[config.mk]
export PLATFORM = sky130hd
export DESIGN_NAME = pipelined_addsub_flat
export DESIGN_NICKNAME = d
export VERILOG_FILES = /design/src/rtl/pipelined_addsub_if.sv /design/src/rtl/pipelined_addsub.sv /design/src/flat_wrapper.sv
export SDC_FILE = /design/constraint.sdc
export NUM_CORES = 1
export LEC_CHECK = 0
export CORE_MARGIN = 10
export CORE_UTILIZATION = 45
export CTS_BUF_LIST = sky130_fd_sc_hd__clkbuf_8
export DETAILED_ROUTE_END_ITERATION = 7
export GPL_TIMING_DRIVEN = 0
export PLACE_DENSITY = 0.68
export SLEW_MARGIN = 10
export SYNTH_ARGS = -nofsm -noshare
export SYNTH_HDL_FRONTEND = slang
export SYNTH_SLANG_ARGS = --single-unit
export TNS_END_PERCENT = 30
[constraint.sdc]
create_clock -name clk -period 3.25 [get_ports clk]
set_clock_uncertainty 0.2 [all_clocks]
set_input_delay 0.4875 -clock clk [delete_from_list [all_inputs] [get_ports clk]]
set_output_delay 0.4875 -clock clk [all_outputs]
set_load 0.05 [all_outputs]
[src/rtl/pipelined_addsub_if.sv]
// Flow-controlled operand/result bundle for pipelined_addsub.
//   master: drives in_valid, a, b, cin, sub, out_ready; observes in_ready,
//           out_valid, sum, cout, overflow.
//   slave : the adder side (inverse directions).
interface pipelined_addsub_if #(
    parameter int unsigned WIDTH = 32
);
    logic             in_valid;
    logic             in_ready;
    logic [WIDTH-1:0] a;
    logic [WIDTH-1:0] b;
    logic             cin;
    logic             sub;
    logic             out_valid;
    logic             out_ready;
    logic [WIDTH-1:0] sum;
    logic             cout;
    logic             overflow;

    modport master (
        output in_valid, a, b, cin, sub, out_ready,
        input  in_ready, out_valid, sum, cout, overflow
    );

    modport slave (
        input  in_valid, a, b, cin, sub, out_ready,
        output in_ready, out_valid, sum, cout, overflow
    );
endinterface

[src/rtl/pipelined_addsub.sv]
// Pipelined ripple-carry adder/subtractor. The WIDTH-bit carry chain is split
// into STAGES segments of SEG bits with the carry registered between them.
// Ports:
//   clk   - rising-edge clock
//   rst_n - asynchronous active-low reset
//   bus   - pipelined_addsub_if.slave: in_valid/in_ready, a, b, cin, sub,
//           out_valid/out_ready, sum, cout, overflow
// sub=0 computes a+b+cin, sub=1 computes a+~b+1 (cin ignored). All stages
// advance together whenever the output register is empty or being drained.
module pipelined_addsub #(
    parameter int unsigned WIDTH  = 32,
    parameter int unsigned STAGES = 4
) (
    input logic              clk,
    input logic              rst_n,
    pipelined_addsub_if.slave bus
);
    localparam int unsigned SEG = WIDTH / STAGES;
    localparam int unsigned L   = STAGES - 1;

    // Per-stage registers. Each stage carries full-width operand copies and
    // the partially built sum; stage k fills in bits [k*SEG +: SEG].
    logic             v_q [STAGES];
    logic [WIDTH-1:0] a_q [STAGES];
    logic [WIDTH-1:0] b_q [STAGES];
    logic [WIDTH-1:0] s_q [STAGES];
    logic             c_q [STAGES];
    logic             ov_q;

    // Next-state values for each stage.
    logic             n_v  [STAGES];
    logic [WIDTH-1:0] n_a  [STAGES];
    logic [WIDTH-1:0] n_b  [STAGES];
    logic [WIDTH-1:0] n_s  [STAGES];
    logic             n_ci [STAGES];
    logic             n_c  [STAGES];
    logic [SEG:0]     t    [STAGES];
    logic             ov_n;

    logic adv;

    assign adv          = !v_q[L] || bus.out_ready;
    assign bus.in_ready = adv;

    always_comb begin
        // Stage 0 sources come straight from the input beat.
        n_v[0]  = bus.in_valid;
        n_a[0]  = bus.a;
        n_b[0]  = bus.sub ? ~bus.b : bus.b;
        n_s[0]  = '0;
        n_ci[0] = bus.sub ? 1'b1 : bus.cin;
        for (int unsigned k = 1; k < STAGES; k++) begin
            n_v[k]  = v_q[k-1];
            n_a[k]  = a_q[k-1];
            n_b[k]  = b_q[k-1];
            n_s[k]  = s_q[k-1];
            n_ci[k] = c_q[k-1];
        end
        for (int unsigned k = 0; k < STAGES; k++) begin
            t[k] = {1'b0, n_a[k][k*SEG +: SEG]} + {1'b0, n_b[k][k*SEG +: SEG]}
                 + {{SEG{1'b0}}, n_ci[k]};
            n_s[k][k*SEG +: SEG] = t[k][SEG-1:0];
            n_c[k] = t[k][SEG];
        end
        ov_n = (n_a[L][WIDTH-1] == n_b[L][WIDTH-1]) &&
               (n_s[L][WIDTH-1] != n_a[L][WIDTH-1]);
    end

    always_ff @(posedge clk or negedge rst_n) begin
        if (!rst_n) begin
            for (int unsigned k = 0; k < STAGES; k++) begin
                v_q[k] <= 1'b0;
                a_q[k] <= '0;
                b_q[k] <= '0;
                s_q[k] <= '0;
                c_q[k] <= 1'b0;
            end
            ov_q <= 1'b0;
        end else if (adv) begin
            for (int unsigned k = 0; k < STAGES; k++) begin
                v_q[k] <= n_v[k];
                // Bubbles move the valid bit only; data registers keep
                // their last contents.
                if (n_v[k]) begin
                    a_q[k] <= n_a[k];
                    b_q[k] <= n_b[k];
                    s_q[k] <= n_s[k];
                    c_q[k] <= n_c[k];
                end
            end
            if (n_v[L]) begin
                ov_q <= ov_n;
            end
        end
    end

    assign bus.out_valid = v_q[L];
    assign bus.sum       = s_q[L];
    assign bus.cout      = c_q[L];
    assign bus.overflow  = ov_q;
endmodule
[src/flat_wrapper.sv]
// flat-port wrapper written by rule: the top's interface ports become plain ports
module pipelined_addsub_flat 
#(
    parameter int unsigned WIDTH  = 32,
    parameter int unsigned STAGES = 4
)
  (clk, rst_n, bus_in_valid, bus_a, bus_b, bus_cin, bus_sub, bus_out_ready, bus_in_ready, bus_out_valid, bus_sum, bus_cout, bus_overflow);
  pipelined_addsub_if #(.WIDTH(WIDTH)) bus_i ();
  input logic clk;
  input logic rst_n;
  input wire logic [$bits(bus_i.in_valid)-1:0] bus_in_valid;
  input wire logic [$bits(bus_i.a)-1:0] bus_a;
  input wire logic [$bits(bus_i.b)-1:0] bus_b;
  input wire logic [$bits(bus_i.cin)-1:0] bus_cin;
  input wire logic [$bits(bus_i.sub)-1:0] bus_sub;
  input wire logic [$bits(bus_i.out_ready)-1:0] bus_out_ready;
  output wire logic [$bits(bus_i.in_ready)-1:0] bus_in_ready;
  output wire logic [$bits(bus_i.out_valid)-1:0] bus_out_valid;
  output wire logic [$bits(bus_i.sum)-1:0] bus_sum;
  output wire logic [$bits(bus_i.cout)-1:0] bus_cout;
  output wire logic [$bits(bus_i.overflow)-1:0] bus_overflow;
  assign bus_i.in_valid = bus_in_valid;
  assign bus_i.a = bus_a;
  assign bus_i.b = bus_b;
  assign bus_i.cin = bus_cin;
  assign bus_i.sub = bus_sub;
  assign bus_i.out_ready = bus_out_ready;
  assign bus_in_ready = bus_i.in_ready;
  assign bus_out_valid = bus_i.out_valid;
  assign bus_sum = bus_i.sum;
  assign bus_cout = bus_i.cout;
  assign bus_overflow = bus_i.overflow;
  pipelined_addsub #(.WIDTH(WIDTH), .STAGES(STAGES)) u_core (.clk(clk), .rst_n(rst_n), .bus(bus_i));
endmodule
==> results of run 1 <==
[what timing repair did]
action / CTS / global route
endpoints found under the hold margin: 86 / 0
hold buffers: 1 / 0
endpoints found under the setup margin: 0 / 1
gates resized for setup: 0 / 1
[power by group]
| part | total (mW) | switching [mW] | internal (mW) |
|---|---|---|---|
| logic | 4.83 | 2.59 | 2.24 |
| registers | 3.93 | 0.595 | 3.33 |
| clock network | 1.59 | 0.757 | 0.828 |
| total | 10.3 | 3.94 | 6.40 |
[state kept, by name, indices dropped and copies added (netlist names)]
signal and cells:
u_core.a_q 48, u_core.b_q 48, u_core.bus.cout 1, u_core.bus.out_valid 1
u_core.bus.overflow 1, u_core.bus.sum 32, u_core.c_q 3, u_core.n_s 48
u_core.n_v 3
[routing by layer]
layer	global-route usage	vias to the layer above	routed length (um)
met2	0.269	96	9260
met4	0.0508	0	243
li1	-	2529	-
met1	0.180	2626	7730
met5	0	-	0
met3	0.0389	12	687
[synthesized netlist by cell type, drive strengths merged]
master   instances
or2              1
o21bai           4
xor2            27
fa               8
nor2            12
nand3            4
a21o             4
o211ai           2
and2b            1
nand2           62
inv             13
a211oi           6
a31oi            4
nor2b            1
o31ai            7
dfrtp          185
and2             2
o21ai           61
buf             26
xnor2           26
nand2b           7
o2111ai          2
a41o             2
clkbuf           4
mux2           126
nor3            10
ha              28
o21a             2
a21oi           18
[kinds of logic after synthesis]
logic type | synth area share
AOI/OAI and AO/OA | 0.0815
DFF | 0.551
adders and majority gates | 0.0608
buffers and inverters | 0.0290
muxes | 0.171
xor gates and xnor gates | 0.0553
and+or+nand+nor | 0.0514
[worst max-delay path by stage]
stage / from / to / depth (start not counted)
6_report: bus_out_ready / bus_in_ready / 5
5_1_grt: bus_out_ready / bus_in_ready / 5
4_1_cts: bus_out_ready / bus_in_ready / 5
3_5_place_dp: bus_out_ready / bus_in_ready / 5
3_3_place_gp: rst_n / u_core.a_q[116]$_DFFE_PN0P_ / 1
2_1_floorplan: bus_sub / u_core.n_s[70]$_DFFE_PN0P_ / 11
[final cells by class]
| class | count | area share |
|---|---|---|
| timing repair buffer | 106 | 0.107 |
| clock inverter | 10 | 0.0124 |
| tap | 229 | 0.0281 |
| sequential | 185 | 0.454 |
| inverter | 13 | 0.00479 |
| multi-input combinational | 427 | 0.346 |
| buffer | 30 | 0.0192 |
| clock buffer | 21 | 0.0284 |
[worst max-delay path: stages]
cell             delay, ps
clkdlybuf4s50_1        450
nand2b_1                90
buf_4                  150
clkbuf_1               390
dlymetal6s2s_1         500
==> impl_metrics.yaml, run 1 <==
clock_tree:
  post_cts.repair.setup_buffers: 0
  clock_path_buffers: 2
  clock-sinks: 185
  root_buffer: "clkbuf_8"
  clk_latency_ps: 450
  htreeDepth: 4
  cts_buffers: 17
  clk_pin_slew_ps: 90
  cts_tree: "done"
place:
  placed_area_um2: 9760
  place_ws_ps: 75.3
  gp_congestion: 0.870
  dp_hpwl_um: 13400
  numPortBuffers: 104
  placed_cells: 989
sta:
  holdWs_ps: 264
  setup_slack_ps: 484
  rsz0062_at_grt: "false"
  worst_slew_pin_slew_ps: 651
  fmax_mhz: 361
  post-route-period-util: 0.851
  slew_headroom: 0.566
  report.final.hold_viol_count: 0
  fin_crit_ps: 2770
  setup_tns_ps: 0
  finalMaxSlewViolations: 0
  setup_viol: 0
layout:
  diodes: 0
  final_cells: 1021
  layout-drive-gt1-share: 0.242
  seq_area_um2: 4630
  multi_input_area_um2: 3530
  nets: 886
  fillers: 1516
  mostFrequentLayoutCell: "dfrtp_1"
  fin_util: 0.562
  layout_common_cells: "dfrtp_1 (185), mux2_2 (121), clkdlybuf4s50_1 (102), nand2_1 (59), o21ai_0 (59)"
  stdcell_area_um2: 10200
  syn_to_final_growth_pct: 21.3
floorplan:
  io-pin-count: 106
  start_util: 0.463
  die_w_um: 157
  chipHeight_um: 157
  die_area_um2: 24500
  rows: 49
  coreArea_um2: 18100
global_route:
  grt_max_degree: 100
  antenna_found_initial: 0
  overflow: 0
  grt_pass1_wl_um: 29500
  grt_usage: 0.154
  grt_pass1_vias: 5752
setup_path:
  rrSetupSlack_ps: 700
  end_kind: "output port"
  cp-start-kind: "input pin"
  r2r_cells: 7
  crit_required_ps: 2560
  regToRegStartpoint: "u_core.c_q[2]$_DFFE_PN0P_"
  path_max_fanout: 10
  crit_arrival_ps: 2080
  criticalPathCategory: "in2out"
  timing.rr.end: "u_core.n_s[22]$_DFFE_PN0P_"
job:
  timing.max_cap.violations: 0
synthesis:
  ys.warnings.count: 0
  synth.distinct_cells: 39
  syn_inst: 655
  synth_area_um2: 8400
  yosys-top-cells-area: "dfrtp_1 (55%), mux2_2 (16%), ha_1 (4.2%)"
  synth_top_area_frac: 0.551
  yosys.area.top_type: "dfrtp_1"
  syn_avg_cell_area_um2: 12.8
  ys_ff_latch: 185
  ys_seq_area_frac: 0.551
  syn_nets: 761
route:
  first_pass_iters: 4
  via_per_inst: 5.15
  vias: 5263
  ant_nets: 0
  drc_errors: 0
  drt_iter0_drc: 274
  routed_wl_um: 17900
  routedWlPerCell_um: 17.6
hold_path:
  whs_path_depth: 3
  worstHoldStart: "bus_sub"
  hold_class: "in2reg"
  hold_end: "u_core.b_q[127]$_DFFE_PN0P_"
power:
  leakage_nw: 4.49
  power.density_nw_per_um2: 1010
  peakVddDrop_mv: 0.339
  power_mw: 10.3
status:
  outcome: "finished clean"
Power figures use the tool's default switching activity.
==> run 2, diff against run 1 <==
Settings changed: GPL_TIMING_DRIVEN 0 to 1.
==> run 2 against run 1 <==
First-iteration DRC count is 17% lower. Routed wire length is 10% lower. Combinational power is 4% lower. Cell area is 0.68% lower. Worst setup slack better by 180 ps. Clock power hardly changed. Global-route usage is 1.5 points lower. Clock-buffer cell count is 2 higher. Critical path depth is 5 higher. Via count is 3.5% lower. Non-clock buffer count is 16 lower. Die area stayed put. Critical endpoint is now u_core.n_s[70]$_DFFE_PN0P_. Largest cell class unchanged.
==> impl_metrics.yaml, run 2 (same netlist as run 1, synthesis figures left out) <==
hold_path:
  worstHoldStart: "u_core.b_q[112]$_DFFE_PN0P_"
  whs_path_depth: 2
  hold_end: "u_core.b_q[112]$_DFFE_PN0P_"
  hold_class: "reg2reg"
global_route:
  grt_max_degree: 87
  grt_pass1_wl_um: 27400
  antenna_found_initial: 0
  grt_usage: 0.138
  overflow: 0
  grt_pass1_vias: 5550
sta:
  worst_slew_pin_slew_ps: 625
  post-route-period-util: 0.796
  rsz0062_at_grt: "false"
  setup_tns_ps: 0
  finalMaxSlewViolations: 0
  setup_viol: 0
  report.final.hold_viol_count: 0
  setup_slack_ps: 662
  fmax_mhz: 386
  fin_crit_ps: 2590
  slew_headroom: 0.583
  holdWs_ps: 279
floorplan:
  start_util: 0.463
  io-pin-count: 106
  die_w_um: 157
  rows: 49
  chipHeight_um: 157
  die_area_um2: 24500
  coreArea_um2: 18100
route:
  first_pass_iters: 4
  ant_nets: 0
  routed_wl_um: 16100
  drt_iter0_drc: 228
  via_per_inst: 5.05
  vias: 5078
  drc_errors: 0
  routedWlPerCell_um: 16.0
clock_tree:
  clock-sinks: 185
  htreeDepth: 4
  root_buffer: "clkbuf_8"
  clk_pin_slew_ps: 90
  clk_latency_ps: 440
  ctsResizeCount: 0
  cts_buffers: 17
  clock_path_buffers: 2
  cts_tree: "done"
layout:
  diodes: 0
  fillers: 1540
  layout_common_cells: "dfrtp_1 (185), mux2_2 (121), clkdlybuf4s50_1 (102), o21ai_0 (59), nand2_1 (58)"
  stdcell_area_um2: 10100
  mostFrequentLayoutCell: "dfrtp_1"
  syn_to_final_growth_pct: 20.5
  fin_util: 0.558
  nets: 870
  final_cells: 1005
  layout-drive-gt1-share: 0.238
power:
  leakage_nw: 4.44
  peakVddDrop_mv: 0.301
  power.density_nw_per_um2: 1000
  power_mw: 10.1
setup_path:
  criticalPathCategory: "in2reg"
  cp-start-kind: "input pin"
  crit_path_frequent_cell: "fa_1"
  cpMaxStageDelayCell: "fa_1"
  crit_required_ps: 3380
  crit_arrival_ps: 2720
  end_kind: "flop"
  slowest_delay_ps: 420
  r2r_cells: 7
  rrSetupSlack_ps: 720
  timing.rr.end: "u_core.n_s[22]$_DFFE_PN0P_"
  regToRegStartpoint: "u_core.c_q[2]$_DFFE_PN0P_"
  path_max_fanout: 3
  worstPathCellList: "clkdlybuf4s50_1, or2_2, fa_1, inv_1, fa_1, nor2b_1, o31ai_2, nand2b_1, a211oi_1, o31ai_1"
job:
  timing.max_cap.violations: 0
place:
  placed_cells: 973
  gp_congestion: 0.842
  numPortBuffers: 105
  dp_hpwl_um: 11900
  placed_area_um2: 9690
  place_ws_ps: 247
status:
  outcome: "finished clean"
-- run 2: cell count changes in the layout (fill, tap and decap cells not counted), moves of 2 or more --
cell and change:
clkinv_4 +3, inv_6 +2, buf_4 -3, inv_1 -3
buf_6 -2, clkbuf_1 -4, buf_12 +3, clkinvlp_4 -2
buf_2 -8, clkbuf_8 +3
-- run 2: area by class of cell --
class | instances | area (um^2) | area share
sequential | 185 | 4630 | 0.457
multi-input combinational | 427 | 3530 | 0.349
tap | 229 | 287 | 0.0283
clock buffer | 23 | 317 | 0.0313
inverter | 13 | 48.8 | 0.00482
clock inverter | 8 | 109 | 0.0108
timing repair buffer | 120 | 1200 | 0.119
-- run 2: worst max-delay path by stage --
stage	startpoint	end	slack, ps	depth (start not counted)
after floorplan	bus_sub	u_core.n_s[70]$_DFFE_PN0P_	450	11
after global placement	bus_cin	u_core.n_s[70]$_DFFE_PN0P_	340	10
after detailed placement	bus_cin	u_core.c_q[3]$_DFFE_PN0P_	250	10
after CTS	u_core.c_q[2]$_DFFE_PN0P_	u_core.n_s[22]$_DFFE_PN0P_	690	7
after global routing	bus_cin	u_core.n_s[70]$_DFFE_PN0P_	520	10
final	bus_cin	u_core.n_s[70]$_DFFE_PN0P_	660	10
-- run 2: critical path, delay by kind of cell --
family	cells	cell delay (ps)
AOI/OAI and AO/OA	3	660
adders and majority gates	2	620
buffers and inverters	2	490
and+or+nand+nor	3	450
-- run 2: what timing repair did --
action | CTS | global route
buffers inserted | 0 | 0
hold buffers | 1 | 0
setup endpoints to repair | 0 | 0
hold endpoints to repair | 56 | 0
-- run 2: power by group --
part           leakage (nW)  internal (mW)  switching [mW]
combinational          1.99           2.18            2.47
sequential             2.24           3.33           0.569
clock                 0.219          0.812           0.778
total                  4.44           6.33            3.82
-- run 2: per-layer routing --
metal | track usage | part of all wire | vias up
met4 | 0.0485 | 0.016 | 0
met2 | 0.241 | 0.52 | 77
li1 | - | - | 2486
met3 | 0.0329 | 0.034 | 16
met5 | 0 | 0 | -
met1 | 0.163 | 0.43 | 2499
==> run 3, diff against run 2 <==
Clock period 3.25 ns to 2.55 ns, I/O delays scaled along.
==> run 3 against run 2 <==
Sequential power up 28%. Sequential share of layout area down 0.73 points. Non-clock buffer count up 8. Combinational power up 32%. Global-route usage up 0.53 points. Hold slack worse by 10 ps. Worst setup slack worse by 550 ps. Register-to-register slack worse by 600 ps. Critical path depth unchanged. Critical endpoint is now u_core.c_q[3]$_DFFE_PN0P_. Largest power group unchanged.
==> impl_metrics.yaml, run 3 (same netlist as run 1, synthesis figures left out) <==
clock_tree:
  clk_latency_ps: 450
  clock_path_buffers: 2
  cts_tree: "done"
  htreeDepth: 4
  post_cts.repair.setup_buffers: 0
  root_buffer: "clkbuf_8"
  clk_pin_slew_ps: 90
  cts_buffers: 17
  clock-sinks: 185
global_route:
  grt_usage: 0.143
  grt_pass1_wl_um: 28300
  overflow: 0
  grt_pass1_vias: 5615
  grt_max_degree: 64
  antenna_found_initial: 1
power:
  peakVddDrop_mv: 0.481
  power_mw: 13.2
  power.share.sequential: 0.378
  p_comb_frac: 0.467
  p_sw_mw: 4.99
  power.internal_mw: 8.21
  leakage_nw: 4.51
  switching_share: 0.378
  power.density_nw_per_um2: 1280
  p_clk_frac: 0.155
sta:
  fin_crit_ps: 2440
  setup_tns_ps: 0
  setup_viol: 0
  report.final.hold_viol_count: 0
  slew_headroom: 0.649
  fmax_mhz: 410
  worst_slew_pin_slew_ps: 525
  post-route-period-util: 0.956
  finalMaxSlewViolations: 0
  rsz0062_at_grt: "false"
layout:
  nets: 878
  diodes: 0
  mostFrequentLayoutCell: "dfrtp_1"
  syn_to_final_growth_pct: 22.4
  layout-drive-gt1-share: 0.256
  layout_common_cells: "dfrtp_1 (185), mux2_2 (121), clkdlybuf4s50_1 (102), o21ai_0 (59), nand2_1 (58)"
  fillers: 1446
setup_path:
  cp-start-kind: "input pin"
  cp_num_cells: 10
  crit_arrival_ps: 2560
  worstPathCellList: "clkdlybuf4s50_1, or2_4, fa_2, inv_2, fa_2, nor2b_2, o31ai_2, a21oi_1, o2111ai_1, nand3_1"
  end_kind: "flop"
  path_max_fanout: 3
  crit_family: "compound AO/OA/AOI/OAI gates"
  slowest_delay_ps: 400
  crit_path_frequent_cell: "fa_2"
  crit_required_ps: 2670
  r2r_cells: 7
  rrSetupSlack_ps: 120
  cpMaxStageDelayCell: "clkdlybuf4s50_1"
  regToRegStartpoint: "u_core.c_q[2]$_DFFE_PN0P_"
  criticalPathCategory: "in2reg"
  critical_path.startpoint: "bus_cin"
  crit_buf_inv: 2
route:
  ant_nets: 0
  routed_wl_um: 16600
  vias: 5205
  first_pass_iters: 4
  routedWlPerCell_um: 16.4
  drc_errors: 0
  drt_iter0_drc: 276
  via_per_inst: 5.13
floorplan:
  die_w_um: 157
  coreArea_um2: 18100
  die_area_um2: 24500
  start_util: 0.463
  rows: 49
  io-pin-count: 106
  chipHeight_um: 157
job:
  timing.max_cap.violations: 0
place:
  dp_hpwl_um: 12400
  numPortBuffers: 105
  gp_congestion: 0.872
hold_path:
  hold_class: "in2async"
status:
  outcome: "finished clean"
[run 3: changes by cell type in the layout (fill, tap and decap cells not counted), moves of 2 or more]
cell,previous run,this run
buf_12,3,9
a21oi_1,18,15
a21oi_2,0,3
clkbuf_8,24,21
a211oi_1,5,3
a211oi_2,1,3
buf_4,12,14
clkinvlp_4,0,2
fa_1,8,6
fa_2,0,2
[run 3: cell type report]
type	instances	area (um^2)	area share
well taps	229	287	0.0279
multi-input cells	427	3560	0.346
repair buffers	128	1340	0.130
clock inverters	12	149	0.0145
clock buffers	20	275	0.0268
flip-flops and latches	185	4630	0.450
inverters	13	48.8	0.00474
[run 3: layer usage]
metal  global-route usage  part of all wire
met2                0.241              0.51
met3               0.0400             0.042
met4               0.0490             0.018
met1                0.174              0.43
met5                    0           0.00066
[run 3: power groups by stage]
stage / logic [mW] / clock network (mW) / registers (mW)
2_1_floorplan: 3.70 / 0 / 5.73
3_3_place_gp: 5.94 / 0 / 5.00
3_5_place_dp: 6.16 / 0 / 5.07
4_1_cts: 6.19 / 2.11 / 5.01
5_1_grt: 6.77 / 2.25 / 5.17
6_report: 6.16 / 2.05 / 4.99
[run 3: final timing paths]
path / endpoint
worst max-delay path: u_core.c_q[3]$_DFFE_PN0P_
worst min-delay path: u_core.bus.sum[9]$_DFFE_PN0P_
worst min register to register: u_core.b_q[126]$_DFFE_PN0P_
min in group clk: u_core.b_q[126]$_DFFE_PN0P_
worst max register to register: u_core.n_s[22]$_DFFE_PN0P_
max in group asynchronous: u_core.a_q[123]$_DFFE_PN0P_
[run 3: per-stage QoR]
step                      area, um^2  hold WS (ps)  setup WS, ps  cells  utilization
final                          10300           269           112   1014        0.567
after global routing           10300           297          9.41   1014        0.567
after CTS                      10300           260          71.2   1014        0.566
after detailed placement        9840           209          -333    981        0.542
after global placement          9840           200          -227    981        0.542
after floorplan                 8440          -113        0.0264    655            -
[run 3: what timing repair did]
| action | CTS | global route |
|---|---|---|
| endpoints found under the setup margin | 0 | 4 |
| resized for setup | 0 | 4 |
| hold buffers | 1 | 0 |
| endpoints found under the hold margin | 59 | 0 |
[run 3: worst register-to-register path, cell delays in order (launching register included)]
cell and delay, ps:
dfrtp_1 400, fa_1 480, fa_1 430, a21oi_1 210, o211ai_1 150, a21oi_2 200
xor2_1 150, o21ai_0 90
